**config.mk**
```make
export PLATFORM = sky130hd
export DESIGN_NAME = uart_rx_fifo
export DESIGN_NICKNAME = d
export VERILOG_FILES = /design/src/rtl/uart_rx_fifo.sv
export SDC_FILE = /design/constraint.sdc
export NUM_CORES = 1
export LEC_CHECK = 0
export BUFFER_PORTS_ARGS = -buffer_cell sky130_fd_sc_hd__buf_2
export CORE_ASPECT_RATIO = 1.75
export CORE_MARGIN = 10
export CORE_UTILIZATION = 50
export DETAILED_ROUTE_END_ITERATION = 16
export PLACE_DENSITY_LB_ADDON = 0.1
export SYNTH_ARGS = -nofsm -noshare
export SYNTH_HDL_FRONTEND = slang
export SYNTH_SLANG_ARGS = --single-unit
```
**constraint.sdc**
```tcl
create_clock -name clk -period 2.9 [get_ports clk]
set_clock_uncertainty 0.05 [all_clocks]
set_input_delay 0.29 -clock clk [delete_from_list [all_inputs] [get_ports clk]]
set_output_delay 0.29 -clock clk [all_outputs]
set_load 0.005 [all_outputs]
```
**src/rtl/uart_rx_fifo.sv**
```systemverilog
// uart_rx_fifo: UART receiver with optional parity and stop-bit checking,
// queuing good bytes in a first-word-fall-through FIFO with fill level and error flags.
module uart_rx_fifo #(
   parameter int CLKS_PER_BIT = 1085,
   parameter int DATA_BITS    = 8,
   parameter int PARITY       = 0,
   parameter int FIFO_DEPTH   = 16,
   parameter int AW           = 4
) (
   input  logic                 clk,
   input  logic                 rst,
   input  logic                 rx_in,
   input  logic                 ren,
   output logic [DATA_BITS-1:0] out,
   output logic                 ready,
   output logic [AW:0]          count,
   output logic                 frame_err,
   output logic                 par_err,
   output logic                 overflow,
   input  logic                 err_clr
);
   localparam int CW = $clog2(CLKS_PER_BIT);
   typedef enum logic [2:0] {IDLE, START, DATA, PAR, STOP, WAIT_HI} state_t;
   state_t st, nxt;
   logic rx_m, rx_s, tick, half, push, f_err, p_err, par_bad, pop, full, wr;
   logic [CW-1:0] cnt;
   logic [2:0] bit_idx;
   logic [DATA_BITS-1:0] sh;
   logic [DATA_BITS-1:0] mem [FIFO_DEPTH];
   logic [AW-1:0] wr_ptr, rd_ptr;
   assign tick = cnt == CW'(CLKS_PER_BIT - 1);
   assign half = cnt == CW'(CLKS_PER_BIT / 2);
   always_ff @(posedge clk)
      st <= rst ? IDLE : nxt;
   // The counter restarts at the start-bit centre, so every later tick lands on a bit centre.
   always_comb begin
      nxt   = st;
      push  = 1'b0;
      f_err = 1'b0;
      p_err = 1'b0;
      case (st)
         IDLE:    nxt = rx_s ? IDLE : START;
         START:   nxt = !half ? START : rx_s ? IDLE : DATA;
         DATA:    nxt = (tick && bit_idx == 3'(DATA_BITS - 1)) ? (PARITY != 0 ? PAR : STOP) : DATA;
         PAR:     nxt = tick ? STOP : PAR;
         STOP: begin
            nxt   = !tick ? STOP : rx_s ? IDLE : WAIT_HI;
            f_err = tick && !rx_s;
            p_err = tick && rx_s && par_bad;
            push  = tick && rx_s && !par_bad;
         end
         WAIT_HI: nxt = rx_s ? IDLE : WAIT_HI;
         default: nxt = IDLE;
      endcase
   end
   always_ff @(posedge clk) begin
      if (rst) begin
         rx_m      <= 1'b1;
         rx_s      <= 1'b1;
         cnt       <= '0;
         bit_idx   <= '0;
         sh        <= '0;
         par_bad   <= 1'b0;
         frame_err <= 1'b0;
         par_err   <= 1'b0;
      end else begin
         rx_m      <= rx_in;
         rx_s      <= rx_m;
         cnt       <= (nxt != st || tick || st == IDLE) ? '0 : cnt + CW'(1);
         bit_idx   <= st != DATA ? '0 : bit_idx + 3'(tick);
         if (st == DATA && tick) sh <= {rx_s, sh[DATA_BITS-1:1]};
         if (st == PAR && tick) par_bad <= ^{sh, rx_s} ^ (PARITY == 1);
         frame_err <= f_err;
         par_err   <= p_err;
      end
   end
   assign full  = count == (AW+1)'(FIFO_DEPTH);
   assign ready = count != '0;
   assign pop   = ren && ready;
   assign wr    = push && (!full || pop);
   assign out   = ready ? mem[rd_ptr] : '0;
   always_ff @(posedge clk)
      if (wr) mem[wr_ptr] <= sh;
   // A push coinciding with a pop on a full FIFO reuses the slot being vacated.
   always_ff @(posedge clk) begin
      if (rst) begin
         wr_ptr   <= '0;
         rd_ptr   <= '0;
         count    <= '0;
         overflow <= 1'b0;
      end else begin
         wr_ptr   <= wr_ptr + AW'(wr);
         rd_ptr   <= rd_ptr + AW'(pop);
         count    <= count + (AW+1)'(wr && !pop) - (AW+1)'(pop && !wr);
         overflow <= (push && full && !pop) || (overflow && !err_clr);
      end
   end
endmodule

```
* Word level (Yosys, flattened, before mapping)
Memories as Yosys holds them, arrays and structs flattened. A register that Yosys moved wholly into a read port is not among the register bits. Cells that the tools add are included. Widths: inputs -> output; s select.
Operators by class: equality and inequality tests 11, mux-type cells 13, reduce and logical (&&, ||, !) cells 30, add/sub/neg operators 6, bitwise operators 1
Operators by type and width (count):
- $pmux 3 s6 | 1
- $logic_and 1x1->1 | 14
- $mux 3 | 4
- $add 11x1->11 const B | 1
- $eq 11x10->1 const B | 1
- $eq 11x11->1 const B | 1
- $eq 3x3->1 const B | 3
- $reduce_xor 9->1 | 1
- $add 4x1->4 | 2
- $mux 8 | 1
- $eq 3x2->1 const B | 2
- $logic_not 1->1 | 6
- $reduce_or 2->1 | 3
- $add 5x1->5 | 1
- $eq 5x5->1 const B | 1
- $reduce_bool 5->1 | 1
- $sub 5x1->5 | 1
- $logic_or 1x1->1 | 4
- $mux 1 | 4
- $mux 2 | 2
- $mux 4 | 1
- $add 3x1->3 | 1
- $eq 3x1->1 const B | 1
- $logic_not 3->1 | 1
- 3 further kinds | 3
Storage, ports and cells: memories 1, word-level logic and storage cells 75, bits of input ports 5, bits in writable memories 128, register bits 44, output and inout port bits 17
Memories:
- mem | depth 16, width 8, rd ports 1, clocked after Yosys merged registers in 1, wr ports 1, line 29 | logic [DATA_BITS-1:0] mem [FIFO_DEPTH];

* Longest topological paths before layout
depth in word-level cells 8, depth in mapped cells 16, depth with buffers taken out 16

* Worst setup path after synthesis
OpenSTA, ideal clock, no wires.
path kind register to register, start point register count[3], end point register count[4], path slack -0.063 ns, period minus slack after synthesis 2.963 ns, stages on the path, launching flop included 16, arrival 2.842 ns, cells stage by stage dfxtp_1 inv_1 ha_1 or3b_2 nor2_1 nor2b_1 ha_1 inv_1 ha_1 inv_1 fa_1 inv_1 a21oi_1 nor2_1 or3_1 a21oi_1
Between the ends: word-level cells in the longest chain between the ends 7, elaborated cells between the ends (all ways) 12, classes of those cells add/sub (2); eq/ne (1); reduce/logical (9)
RTL lines:
- from (decl) | line 16 | output logic [AW:0] count,
- from (signal assigned) | line 94 | count <= count + (AW+1)'(wr && !pop) - (AW+1)'(pop && !wr);
- $eq 5x5->1 or $reduce_bool 5->1 (tied branches) | line 77, 78
- $logic_not 1->1 or $logic_and 1x1->1 (tied branches) | line 80, 79
- $logic_or 1x1->1 | line 80 | assign wr = push && (!full || pop);
- $logic_and 1x1->1 | line 80
- $logic_and 1x1->1 or $logic_not 1->1 (tied branches) | line 94
- $add 5x1->5 or $logic_and 1x1->1 (tied branches) | line 94
- $sub 5x1->5 * | line 94
Every way passes the cells marked *; elsewhere a longest branch is shown, timed or not. A chain may end at the register's enable or synchronous reset.

* Final worst setup path
start point register cnt[8], end point register count[4]
Between the ends: word-level cells in the longest chain between the ends 8, elaborated cells between the ends (all ways) 10, classes of those cells add/sub (2); eq/ne (1); mux (1); reduce/logical (6)
RTL lines:
- from (decl) | line 26 | logic [CW-1:0] cnt;
- from (signal assigned) | line 69 | cnt <= (nxt != st || tick || st == IDLE) ? '0 : cnt + CW'(1);
- $eq 11x11->1 * | line 31 | assign tick = cnt == CW'(CLKS_PER_BIT - 1);
- $logic_and 1x1->1 * (2 in a row) | line 50 | push = tick && rx_s && !par_bad;
- $mux 1 * | line 41 | case (st)
- $logic_and 1x1->1 * | line 80
- $logic_and 1x1->1 or $logic_not 1->1 (tied branches) | line 94
- $add 5x1->5 or $logic_and 1x1->1 (tied branches) | line 94
- $sub 5x1->5 * | line 94
Marks and branches as above.

==> flow_metrics.env <==
export IMPL_status="completed"
export IMPL_worst_pin_slew_ns=0.700
export IMPL_placementRows=57
export IMPL_synth_area_top_cells="sky130_fd_sc_hd__edfxtp_1, sky130_fd_sc_hd__mux4_2, sky130_fd_sc_hd__dfxtp_1"
export IMPL_post_route_non_filler_standard_cell_count=692
export IMPL_power_per_cell_area_mw_per_mm2=733
export IMPL_grt_ovfl_total=0
export IMPL_detail_route_wirelength_mm=13.3
export IMPL_cts_buffers_inserted=17
export IMPL_combinationalPowerShare=0.200
export IMPL_maxSlewHeadroom=0.533
export IMPL_io_pins=22
export IMPL_die_h_um=177
export IMPL_clkSinkCount=172
export IMPL_worst_ir_drop_vdd_v=0.000475
export IMPL_nNetsFinal=523
export IMPL_insertion_delay_ns=0.42
export IMPL_finalCritPeriodShare=0.969
export IMPL_ys_ff_latch=172
export IMPL_syn_area_mm2=0.00707
export IMPL_internal_power_component_w=0.00448
export IMPL_grt_max_degree=35
export IMPL_routabilityCongestion=0.816
export IMPL_routed_wl_met2_mm=7.84
export IMPL_synth_async_reset_ratio=0
export IMPL_initial_core_util=0.508
export IMPL_antenna_diode_count=0
export IMPL_synth_edff_count=128
export IMPL_fin_tns_setup_ns=0
export IMPL_post_route_cells_drive_above_1_share=0.305
export IMPL_drtIter0Drc=207
export IMPL_hold_violations=0
export IMPL_synthDominantAreaCellType="sky130_fd_sc_hd__edfxtp_1"
export IMPL_static_leakage_power_nw=2.87
export IMPL_post_dp_hpwl_mm=9.25
export IMPL_setup_viol_count_final=0
export IMPL_highest_layer="met4"
export IMPL_post_synth_inst_count=439
export IMPL_drv_slew=0
export IMPL_timing_critical_path_from_type="flip-flop"
export IMPL_grt_first_pass_wirelength_mm=22.0
export IMPL_route_vias_total=3774
export IMPL_achievable_frequency_ghz=0.356
export IMPL_ctsRootBufferMaster="sky130_fd_sc_hd__clkbuf_16"
export IMPL_ctsLongestPathBuffers=2
export IMPL_wl_per_cell_um=19.3
export IMPL_final_core_utilization=0.595
export IMPL_rsz_0062_raised_after_global_routing="yes"
export IMPL_pwr_share_seq=0.444
export IMPL_ant_nets=0
export IMPL_clkPwrFrac=0.356
export IMPL_finalCriticalPeriod_ns=2.81
export IMPL_hp_class="input port to flip-flop"
export IMPL_fillers=1110
export IMPL_netlist_area_leader_share=0.544
export IMPL_syn_mean_instance_area_um2=16.1
export IMPL_wl_met1_mm=4.93
export IMPL_synth_seq_area_share=0.668
export IMPL_dp_cells=652
export IMPL_grt_pass1_vias=4096
export IMPL_critPathArrivalTime_ns=3.11
export IMPL_remaining_drc_errors=0
export IMPL_cts_tree="yes"
export IMPL_worst_setup_path_end_kind="flip-flop"
export IMPL_most_common_cell_after_layout_fill_and_taps_aside="sky130_fd_sc_hd__edfxtp_1"
export IMPL_max_cap_violations=0
export IMPL_die_area_mm2=0.0195
export IMPL_core_area_mm2=0.0139
export IMPL_place_port_buffers=21
export IMPL_grt_total_usage=0.151
export IMPL_post_drt_via_cell_ratio=5.45
export IMPL_synth_flop_cell="sky130_fd_sc_hd__edfxtp_1"
export IMPL_clk_pin_slew_ns=0.07
export IMPL_final_total_power_w=0.00607
export IMPL_wl_met3_um=380
export IMPL_most_common_layout_cells="sky130_fd_sc_hd__edfxtp_1, sky130_fd_sc_hd__nor2_1, sky130_fd_sc_hd__mux4_2"
export IMPL_cts_max_level=4
export IMPL_critical_path_class="flip-flop to flip-flop"
export IMPL_cp_max_fo=4
export IMPL_yosysWarnings=0
export IMPL_synth_nets=460
export IMPL_critPathRequiredTime_ns=3.20
export IMPL_ys_types=45
export IMPL_drt_pass1_iterations=4
export IMPL_syn2layout_area_growth_pct=17.1
export IMPL_netSwitchingFraction=0.263
export IMPL_switchingPower_w=0.00159
export IMPL_antenna_violations_before_repair=0
export IMPL_dieWidth_um=110
## metal layers
layer  vias up  GRT usage
li1       1789          -
met1      1916      0.161
met2        54      0.275
met3        15     0.0363
met4         0     0.0556
met5         -          0
## synthesized netlist by cell type, drive strengths merged, types with 8 or more instances
cell type / n
nand3: 8
clkbuf: 13
nor3: 10
mux4: 40
mux2i: 9
inv: 14
nor2: 46
edfxtp: 128
xor2: 12
nor2b: 16
dfxtp: 44
ha: 15
a21oi: 10
xnor2: 11
nand2: 10
## power groups by stage
stage               combinational, W  sequential [W]  clock (W)
global placement             0.00117         0.00274          0
floorplan                   0.000817         0.00274          0
CTS                          0.00120         0.00269    0.00221
global route                 0.00136         0.00270    0.00233
finish                       0.00122         0.00269    0.00216
detailed placement           0.00118         0.00275          0
## area by class of cell
class | count | area (µm²) | share of cell area
flip-flops and latches | 172 | 4730 | 0.571
repair buffers | 63 | 448 | 0.0541
multi-input cells | 234 | 2250 | 0.272
well taps | 177 | 221 | 0.0267
clock buffers | 17 | 425 | 0.0514
clock inverters | 15 | 148 | 0.0178
inverters | 14 | 52.6 | 0.00635
## kinds of logic (layout without fill, tap and decap cells)
group / Yosys count / in the layout / share of synthesized area
AOI/OAI and AO/OA: 22 / 22 / 0.0198
xor gates and xnor gates: 24 / 24 / 0.0317
adders and majority gates: 16 / 16 / 0.0294
buffers and inverters: 33 / 109 / 0.0188
DFF: 172 / 172 / 0.668
muxes: 49 / 49 / 0.140
and+or+nand+nor: 123 / 123 / 0.0919
## critical path: stages (launching register included)
cell,delay (ns)
sky130_fd_sc_hd__dfxtp_2,0.32
sky130_fd_sc_hd__or3_4,0.39
sky130_fd_sc_hd__or3_4,0.43
sky130_fd_sc_hd__nor3_4,0.13
sky130_fd_sc_hd__inv_1,0.06
sky130_fd_sc_hd__ha_1,0.28
sky130_fd_sc_hd__inv_2,0.04
sky130_fd_sc_hd__ha_4,0.15
sky130_fd_sc_hd__inv_2,0.04
sky130_fd_sc_hd__fa_2,0.19
sky130_fd_sc_hd__inv_1,0.05
sky130_fd_sc_hd__a21oi_2,0.10
sky130_fd_sc_hd__nor2_1,0.06
sky130_fd_sc_hd__or3_1,0.33
sky130_fd_sc_hd__a21oi_1,0.13
## flip-flops by register name, summed over array words and instances (netlist names)
name       flops
overflow       1
wr_ptr         4
count          5
cnt           11
rx_s           1
mem          128
st             3
sh             8
par_err        1
bit_idx        3
rx_m           1
par_bad        1
frame_err      1
rd_ptr         4
## metrics by stage
stage                     hold WS [ns]  setup slack (ns)  instance area, µm²
final                            0.141            0.0901                8280
after global routing             0.150           -0.0812                8280
after CTS                        0.132           0.00762                8240
after detailed placement         0.350           0.00536                7610
after global placement           0.342            0.0182                7610
after floorplan                  0.339            0.0479                7080
## repair_timing
item | in CTS | in global routing
hold buffers | 1 | 0
endpoints found under the setup margin | 1 | 3
resized for setup | 7 | 7
buffers inserted | 5 | 2
hold endpoints to repair | 1 | 0
pin swaps | 4 | 9
## worst paths after layout
path / start / to / slack (ns) / cells past startpoint
setup / recovery: cnt[8] / count[4] / 0.09 / 14
hold / removal: err_clr / overflow / 0.14 / 4
setup reg to reg: cnt[8] / count[4] / 0.09 / 14
hold reg to reg: rx_m / rx_s / 0.36 / 1
Note: power is estimated with default switching activity, not from simulation.
